### src/rtl/sm_add_rom_arbiter.sv
// sm_add_rom_arbiter
//   Round-robin arbiter and sequencer for two requesters that share one
//   sign-magnitude-add lookup ROM. The ROM address is {a,b}. The ROM returns
//   the sum after a registered read of ROM_LAT cycles. Each accepted request
//   is tracked by a {valid, id} tag pipeline. The ROM word is captured into
//   the issuing requester's result register, and that requester gets a
//   one-cycle valid pulse. Throughput is one lookup per cycle.
//
//   Configuration macro: SMROM_OUTREG_EN
//     undefined : ROM_LAT = 1, grant-to-vld latency 2 cycles
//     defined   : ROM has an extra output register, ROM_LAT = 2,
//                 grant-to-vld latency 3 cycles
//
//   Ports
//     clk            system clock, rising edge
//     reset_n        asynchronous active-low reset
//     req0/a0/b0     requester 0 request and operands (held until gnt0)
//     gnt0           combinational accept strobe for requester 0
//     vld0/res0      result pulse and last result for requester 0
//     req1..res1     the same set for requester 1
//     rom_addr       combinational ROM address, 0 when idle
//     rom_data       ROM read data
//     busy           high while a grant is issued or any lookup is in flight
//
//   Handshake: a request is accepted in the cycle where gnt is high. The
//   requester keeps req and its operands stable until it sees gnt. A request
//   that is withdrawn before it is granted leaves no trace.
module sm_add_rom_arbiter #(
  parameter int DATA_W = 8
) (
  input  logic                clk,
  input  logic                reset_n,
  input  logic                req0,
  input  logic [DATA_W-1:0]   a0,
  input  logic [DATA_W-1:0]   b0,
  output logic                gnt0,
  output logic                vld0,
  output logic [DATA_W-1:0]   res0,
  input  logic                req1,
  input  logic [DATA_W-1:0]   a1,
  input  logic [DATA_W-1:0]   b1,
  output logic                gnt1,
  output logic                vld1,
  output logic [DATA_W-1:0]   res1,
  output logic [2*DATA_W-1:0] rom_addr,
  input  logic [DATA_W-1:0]   rom_data,
  output logic                busy
);

`ifdef SMROM_OUTREG_EN
  localparam int ROM_LAT = 2;
`else
  localparam int ROM_LAT = 1;
`endif

  // last_q holds the id of the most recent grant. It resets to 1, so
  // requester 0 wins the first contested cycle.
  logic               last_q, last_d;
  logic [ROM_LAT:0]   tag_v_q, tag_v_d;
  logic [ROM_LAT:0]   tag_id_q, tag_id_d;
  logic [DATA_W-1:0]  res0_q, res0_d;
  logic [DATA_W-1:0]  res1_q, res1_d;

  logic gnt0_c, gnt1_c, grant_any;

  // Grants are forced low while reset is asserted, so all outputs read 0
  // during reset even if requests are pending.
  always_comb begin
    gnt0_c = 1'b0;
    gnt1_c = 1'b0;
    if (reset_n) begin
      if (req0 && req1) begin
        if (last_q) gnt0_c = 1'b1;
        else        gnt1_c = 1'b1;
      end else if (req0) begin
        gnt0_c = 1'b1;
      end else if (req1) begin
        gnt1_c = 1'b1;
      end
    end
  end

  assign grant_any = gnt0_c | gnt1_c;

  always_comb begin
    rom_addr = '0;
    if (gnt0_c)      rom_addr = {a0, b0};
    else if (gnt1_c) rom_addr = {a1, b1};
  end

  // Stage k holds the tag during cycle T+1+k. The ROM word for a grant in
  // cycle T is on rom_data during cycle T+ROM_LAT, when the tag sits in stage
  // ROM_LAT-1. The capture happens then, and the tag reaches the last stage
  // in the same cycle the result becomes visible. That stage drives vld.
  always_comb begin
    last_d   = last_q;
    res0_d   = res0_q;
    res1_d   = res1_q;
    tag_v_d  = {tag_v_q[ROM_LAT-1:0], grant_any};
    tag_id_d = {tag_id_q[ROM_LAT-1:0], gnt1_c};
    if (grant_any) last_d = gnt1_c;
    if (tag_v_q[ROM_LAT-1] && !tag_id_q[ROM_LAT-1]) res0_d = rom_data;
    if (tag_v_q[ROM_LAT-1] &&  tag_id_q[ROM_LAT-1]) res1_d = rom_data;
  end

  always_ff @(posedge clk or negedge reset_n) begin
    if (!reset_n) begin
      last_q   <= 1'b1;
      tag_v_q  <= '0;
      tag_id_q <= '0;
      res0_q   <= '0;
      res1_q   <= '0;
    end else begin
      last_q   <= last_d;
      tag_v_q  <= tag_v_d;
      tag_id_q <= tag_id_d;
      res0_q   <= res0_d;
      res1_q   <= res1_d;
    end
  end

  assign gnt0 = gnt0_c;
  assign gnt1 = gnt1_c;
  assign vld0 = tag_v_q[ROM_LAT] & ~tag_id_q[ROM_LAT];
  assign vld1 = tag_v_q[ROM_LAT] &  tag_id_q[ROM_LAT];
  assign res0 = res0_q;
  assign res1 = res1_q;
  assign busy = (|tag_v_q) | grant_any;

endmodule

### config.mk
export PLATFORM = sky130hd
export DESIGN_NAME = sm_add_rom_arbiter
export DESIGN_NICKNAME = d
export VERILOG_FILES = /design/src/rtl/sm_add_rom_arbiter.sv
export SDC_FILE = /design/constraint.sdc
export NUM_CORES = 1
export LEC_CHECK = 0
export BUFFER_PORTS_ARGS = -buffer_cell sky130_fd_sc_hd__buf_2
export CAP_MARGIN = 20
export CORE_UTILIZATION = 34
export CTS_BUF_LIST = sky130_fd_sc_hd__clkbuf_16
export CTS_CLUSTER_SIZE = 16
export DETAILED_ROUTE_END_ITERATION = 12
export MAX_ROUTING_LAYER = met4
export PLACE_DENSITY = 0.7
export SYNTH_ARGS = -nofsm -noshare
export SYNTH_HDL_FRONTEND = slang
export SYNTH_SLANG_ARGS = --single-unit
### constraint.sdc
create_clock -name clk -period 1 [get_ports clk]
set_input_delay 0.05 -clock clk [delete_from_list [all_inputs] [get_ports clk]]
set_output_delay 0.05 -clock clk [all_outputs]
set_load 0.005 [all_outputs]
Word-level counts from Yosys, hierarchy flattened
Index checks and enable logic that the tools add are counted.
{"block": "op_classes", "mux": 11, "n_bitwise": 5, "reduce_logical": 5}
{"cell": "$mux 16", "n": 2}
{"cell": "$mux 1", "n": 9}
{"cell": "$logic_and 1x1->1", "n": 3}
{"cell": "$and 1x1->1", "n": 2}
{"cell": "$or 1x1->1", "n": 2}
{"cell": "$reduce_or 2->1", "n": 1}
{"cell": "$logic_not 1->1", "n": 1}
{"cell": "$not 1->1", "n": 1}
{"block": "word_totals", "regBits": 21, "inputBits": 44, "output_inout_bits": 37, "word_cells": 26}

Longest topological paths before layout
Gate-level depths: netlist of the first run.
{"block": "depth", "word_depth": 6, "depth_mapped": 4, "depth_no_buf": 2}

Worst setup path after synthesis of the first run
Ideal clock, no wire load.
{"block": "synth_path", "path_type": "reg2out", "start": "register last_q", "end": "output rom_addr[10]", "arrival_time_ns": 1.076, "required_ns": 0.950, "setup_slack_ns": -0.126, "path_stages_with_launch": 5, "path_buffers": 2, "path_cell_list": "dfstp_2 > nor2b_1 > buf_6 > buf_12 > o32ai_2"}
{"block": "synth_between", "elab_chain_len": 5}
{"item": "start: declaration", "line_no": "58", "source": "logic last_q, last_d;"}
{"item": "start signal: assignment", "line_no": "114", "source": "last_q <= last_d;"}
{"item": "$mux 1", "line_no": "73", "source": "if (last_q) gnt0_c = 1'b1;"}
{"item": "$mux 1", "line_no": "72", "source": "if (req0 && req1) begin"}
{"item": "$mux 1", "line_no": "71", "source": "if (reset_n) begin"}
{"item": "$mux 16", "line_no": "88", "source": "else if (gnt1_c) rom_addr = {a1, b1};"}
{"item": "$mux 16 (*)", "line_no": "87", "source": "if (gnt0_c) rom_addr = {a0, b0};"}
{"item": "end: declaration", "line_no": "45", "source": "output logic [2*DATA_W-1:0] rom_addr,"}
Every way passes the cells marked *; elsewhere a longest branch is shown, timed or not.

Worst setup path after layout of the first run
{"block": "layout_path", "start": "register last_q", "end": "output rom_addr[13]"}
Same word-level chain as after synthesis.

==> out/metrics.cfg, run 1 <==
[job]
maxCapViolations=0

[sta]
worst_slew_margin_rel_pct=63.6
finalSetupViolations=39
max_freq_ghz=0.681
final.setup.worst_slack_ps=-468
rsz0062_at_grt=true
fin_crit_sh_pct=147
finalCriticalPeriod_ps=1470
drv_slew=0
hold_violations=0
fin_skew_ps=4.25
tightest_slew_ps=546

[floorplanning]
fp.dieW_um=61.8
rows=21
chipHeight_um=61.8
ios=81
initial_core_util_pct=35.9
dieArea_um2=3820
core_um2=3390

[detailed_routing]
vias=1201
routedWlPerCell_um=13.4
drtIter0Drc=39
postRouteAntennaNets=0
drc=0
drt_wl_total_um=3340
drt_pre_antenna_iters=4
routed_via_density=4.80

[logic_synthesis]
avgSynthCellArea_um2=11.2
ys_seq_area_share_pct=43.3
synth.distinct_cells=21
syn-num-nets=153
synth_area_um2=1220
netlist_instances=109
ys_ff_latch=21
synth_warnings=0

[power]
vdd_drop_max_v=0.000626
powerDensity_nw_per_um2=1420
combPwrFrac_pct=36.8
p_int_mw=2.24
switching_power_mw=0.842
seqPwrFrac_pct=36.3
p_clk_share_pct=26.9
p_leak_nw=1.08
p_sw_share_pct=27.3

[worst_setup_path]
required_ps=950
worstPathArrival_ps=1420
crit_fanout=6
critical_path_class=reg -> out
end_kind=primary output
startpoint_type=register

[grt]
grt_pass1_vias=1113
grt_max_degree=17
grt_use_total_pct=18.0
gr-total-overflow=0
grt_pass1_wl_um=4850
antenna_found_initial=0

[placement]
place_inst=238
dp_slack_ps=-239
place.port_buffers=80
gp_congestion=0.673
dp_hpwl_um=2450

[final_layout]
multi_input_area_um2=821
stdcell_count=250
nFillCells=274
diodes=0
fin_util_pct=64.2
drive_gt1_share_pct=69.1
area_growth_pct=78.7
nets=249
regArea_um2=527

[cts]
clk_pin_slew_ps=50
cts-root-buf=clkbuf_16
clock_latency_ps=250
tritoncts=yes
cts_max_level=1
numClockSinks=21
cts_made_buffers=3
cts_buffer_depth=2

[run_status]
status=finished, violations left
violations=negative setup slack

[min_path]
hold_class=in -> async

## worst max-delay path, cell delays in order (launching register included)
cell	delay [ps]
dfstp_2	570
a21bo_4	200
clkbuf_16	180
o32ai_4	60
buf_2	150
## cell usage after synthesis
cell / number / area [um2]
clkbuf_1: 1 / 3.75
inv_2: 1 / 3.75
nor2_1: 2 / 7.51
buf_4: 2 / 15.0
and2_1: 1 / 6.26
nand2_1: 34 / 128
buf_6: 4 / 45.0
dfstp_2: 1 / 26.3
o21a_1: 1 / 7.51
a22o_2: 1 / 10.0
nor2b_1: 3 / 18.8
inv_1: 1 / 3.75
o32ai_1: 6 / 52.6
dfrtp_1: 20 / 500
buf_2: 2 / 10.0
mux2_2: 15 / 169
mux2_1: 1 / 11.3
a21bo_2: 1 / 10.0
o32ai_2: 10 / 163
or3_1: 1 / 6.26
buf_12: 1 / 20.0
## power groups by stage
stage / registers [mW] / logic (mW) / clock network (mW)
2_1_floorplan: 1.12 / 0.525 / 0
3_3_place_gp: 1.10 / 0.897 / 0
3_5_place_dp: 1.12 / 0.920 / 0
4_1_cts: 1.12 / 1.08 / 0.850
5_1_grt: 1.14 / 1.24 / 0.872
6_report: 1.12 / 1.14 / 0.829
## metal layers
metal / vias up / GRT usage [%] / part of all wire, %
met5: - / - / 0
met1: 545 / 20.9 / 41
li1: 583 / - / -
met4: 0 / 6.67 / 1.4
met2: 68 / 31.5 / 52
met3: 5 / 2.28 / 5.7
## placed cells by master (no fill, tap or decap)
cell / n
a21bo_4: 1
buf_4: 4
o21a_1: 1
clkinv_2: 1
o32ai_4: 9
or3_1: 1
inv_1: 1
o32ai_1: 4
and2_4: 1
nor2_4: 1
dfrtp_1: 20
buf_2: 78
nor2_1: 1
buf_6: 10
dfstp_2: 1
nand2_2: 1
clkbuf_16: 5
o32ai_2: 3
dlygate4sd3_1: 2
inv_2: 1
mux2_4: 16
a22o_2: 1
nand2_1: 33
buf_12: 4
nor2b_4: 4
## kinds of logic after synthesis
group	share of synthesized area, %
AOI/OAI and AO/OA	19.9
buffers and inverters	8.32
DFF	43.3
muxes	14.8
and+or+nand+nor	13.7
## per-stage QoR
stage	hold slack, ps	total power, mW	cell area, um2	TNS, ps
finish	43.1	3.08	2180	-10440
global route	45.4	3.25	2180	-12120
CTS	39.4	3.04	2100	-10070
detailed placement	84.0	2.04	1860	-5340
global placement	78.7	1.99	1860	-4500
floorplan	-246	1.64	1350	-2180
## path summary, 6_finish.rpt
path                       slack, ps  cells after the start                    to                 start
setup / recovery                -470                      4          rom_addr[13]    last_q$_DFFE_PN1P_
hold / removal                    40                      2    last_q$_DFFE_PN1P_               reset_n
setup reg to reg                -210                      4    last_q$_DFFE_PN1P_    last_q$_DFFE_PN1P_
hold reg to reg                  460                      0  tag_v_q[1]$_DFF_PN0_  tag_v_q[0]$_DFF_PN0_
max in group asynchronous        330                      3   res1[7]$_DFFE_PN0P_               reset_n
min in group clk                  40                      2   res0[4]$_DFFE_PN0P_           rom_data[4]
## area by class of cell
cell class | instances | share of cell area, %
Clock inverter | 1 | 0.230
Sequential cell | 21 | 24.2
Tap cell | 46 | 2.65
Multi-Input combinational cell | 77 | 37.7
Clock buffer | 3 | 3.45
Timing Repair Buffer | 100 | 31.4
Inverter | 2 | 0.345
## registers in the layout (all words and copies together), names as in the netlist
name and flops:
res0 8, res1 8, tag_id_q 2, tag_v_q 2
last_q 1
## timing repair
item                                   4_1_cts  5_1_grt
pin swaps                                    2        1
resized for setup                           28        6
setup endpoints to repair                   37       39
endpoints found under the hold margin       20        0
hold buffers                                 2        0
setup buffers                                4        1
cloned                                       1        2
Power figures use the tool's default switching activity.
==> inputs of run 2 (changes only) <==
- CORE_ASPECT_RATIO: default -> 1.4
- GPL_TIMING_DRIVEN: default -> 0
==> run 2 against run 1 <==
  * Clock power is 2.5% lower
  * Final area is 1.3% lower
  * Global-route usage rose by 3.6 points
  * Sequential cell count stayed put
  * Critical path type unchanged
  * Core utilization decreased by 1.2 points
  * Sequential share of layout area grew 0.31 points
  * Sequential power hardly changed
  * Die area barely moved
  * The flow still finishes with violations (negative setup slack)
  * Final cell count down 3.6%
==> out/metrics.cfg, run 2 (same netlist as run 1, synthesis figures left out) <==
[cts]
cts_max_level=1  ; unchanged
cts_made_buffers=3  ; unchanged
tritoncts=yes
numClockSinks=21  ; unchanged
cts-root-buf=clkbuf_16
cts_buffer_depth=2  ; unchanged
clock_latency_ps=250  ; about the same
clk_pin_slew_ps=50  ; about the same

[detailed_routing]
drtIter0Drc=7  ; -82%
drc=0  ; unchanged
vias=1222  ; +1.7%
drt_wl_total_um=3540  ; +6.1%
drt_pre_antenna_iters=4  ; unchanged
routedWlPerCell_um=14.7  ; +10%
postRouteAntennaNets=0  ; unchanged
routed_via_density=5.07  ; +5.5%

[run_status]
violations=negative setup slack
status=finished, violations left

[floorplanning]
dieArea_um2=3830  ; about the same
rows=25  ; +19%
chipHeight_um=72.8  ; +18%
ios=81  ; unchanged
core_um2=3410  ; +0.59%
fp.dieW_um=52.6  ; -15%
initial_core_util_pct=35.7  ; -0.21 points

[placement]
place.port_buffers=80  ; unchanged
gp_congestion=0.717  ; +6.6%
place_inst=229  ; -3.8%
dp_hpwl_um=2570  ; +5.0%
dp_slack_ps=-607  ; -368 ps

[final_layout]
nets=246  ; -1.2%
stdcell_count=241  ; -3.6%
area_growth_pct=76.5
most-common-layout-cells=buf_2 (79), nand2_1 (33), dfrtp_1 (20)
diodes=0  ; unchanged
drive_gt1_share_pct=69.7  ; +0.53 points
nFillCells=268  ; -2.2%
fin_util_pct=63.0  ; -1.2 points
final_common_cell=buf_2

[power]
powerDensity_nw_per_um2=1430  ; +1.2%
vdd_drop_max_v=0.00115  ; +84%
total_power_mw=3.08  ; about the same
p_leak_nw=1.07  ; -1.3%

[job]
maxCapViolations=0  ; unchanged

[sta]
worst_slew_margin_rel_pct=40.6  ; -23 points
fin_skew_ps=1.59  ; -2.66 ps
rsz0062_at_grt=true
tightest_slew_ps=891  ; +345 ps
drv_slew=0  ; unchanged
finalSetupViolations=37  ; -5.1%
max_freq_ghz=0.667  ; -2.1%
fin_crit_sh_pct=150  ; +3.1 points
hold_violations=0  ; unchanged
final.setup.worst_slack_ps=-499  ; -31.1 ps
timing.hold.ws_ps=53.4  ; +10.3 ps
finalCriticalPeriod_ps=1500  ; +31.1 ps

[worst_setup_path]
end_kind=primary output
critical_path_class=reg -> out
required_ps=950  ; about the same
startpoint_type=register
crit_fanout=7  ; +1
worstPathArrival_ps=1450  ; +30 ps

[grt]
gr-total-overflow=0  ; unchanged
grt_pass1_wl_um=6020  ; +24%
grt_max_degree=22  ; +5
grt_pass1_vias=1363  ; +22%
grt_use_total_pct=21.6  ; +3.6 points
antenna_found_initial=0  ; unchanged

[min_path]
hold_class=in -> reg

## run 2: cell types whose count changed in the layout (fill, tap and decap cells not counted), sizes merged
cell,delta
clkinv,-1
dlygate4sd3,-2
dlymetal6s4s,+1
inv,+1
nor2b,-1
clkbuf,-1
## run 2: timing repair
item,in CTS,in global routing
pin swaps,11,1
setup endpoints to repair,37,58
hold buffers,1,0
gates resized for setup,34,6
buffers inserted,6,1
cloned,2,0
hold endpoints to repair,21,0
## run 2: through the flow
step | area [um2] | setup TNS, ps
2_1_floorplan | 1350 | -2180
3_3_place_gp | 1800 | -10250
3_5_place_dp | 1800 | -11890
4_1_cts | 2140 | -13890
5_1_grt | 2150 | -11940
6_report | 2150 | -10530
## run 2: area by class of cell
class	instances	area, um2	share of cell area, %
clock inverters	1	3.75	0.175
well taps	40	50.0	2.33
flip-flops and latches	21	527	24.5
plain buffers	8	90.1	4.19
repair buffers	90	552	25.7
inverters	2	7.51	0.349
clock buffers	3	75.1	3.49
multi-input cells	76	843	39.3
## run 2: final timing paths
| path | from | to | slack (ps) | cells after the start |
|---|---|---|---|---|
| max in group asynchronous | reset_n | res1[1]$_DFFE_PN0P_ | 340 | 2 |
| min in group asynchronous | reset_n | res0[4]$_DFFE_PN0P_ | 110 | 2 |
| hold reg to reg | tag_v_q[0]$_DFF_PN0_ | tag_v_q[1]$_DFF_PN0_ | 420 | 0 |
| setup / recovery | last_q$_DFFE_PN1P_ | rom_addr[4] | -500 | 5 |
| hold / removal | rom_data[4] | res1[4]$_DFFE_PN0P_ | 50 | 2 |
| setup reg to reg | last_q$_DFFE_PN1P_ | tag_id_q[0]$_DFF_PN0_ | -130 | 4 |
## run 2: report_power, final
group          switching, mW  total (mW)  leakage (nW)  internal (mW)
clock                  0.276       0.808        0.0423          0.531
sequential            0.0940        1.11         0.248           1.02
combinational          0.471        1.16         0.777          0.689
total                  0.842        3.08          1.07           2.24
## run 2: routing by layer
layer	vias to the layer above	wire (um)	GRT usage, %
met5	-	0	-
met4	0	81	9.06
met3	10	189	3.13
met2	63	1970	40.5
met1	577	1300	21.2
li1	572	-	-
## run 2: critical path, cell delays in order, from the launching register on
cell and delay (ps):
dfstp_2 560, buf_6 100, a21bo_4 170, buf_8 150, o32ai_2 70, buf_2 140
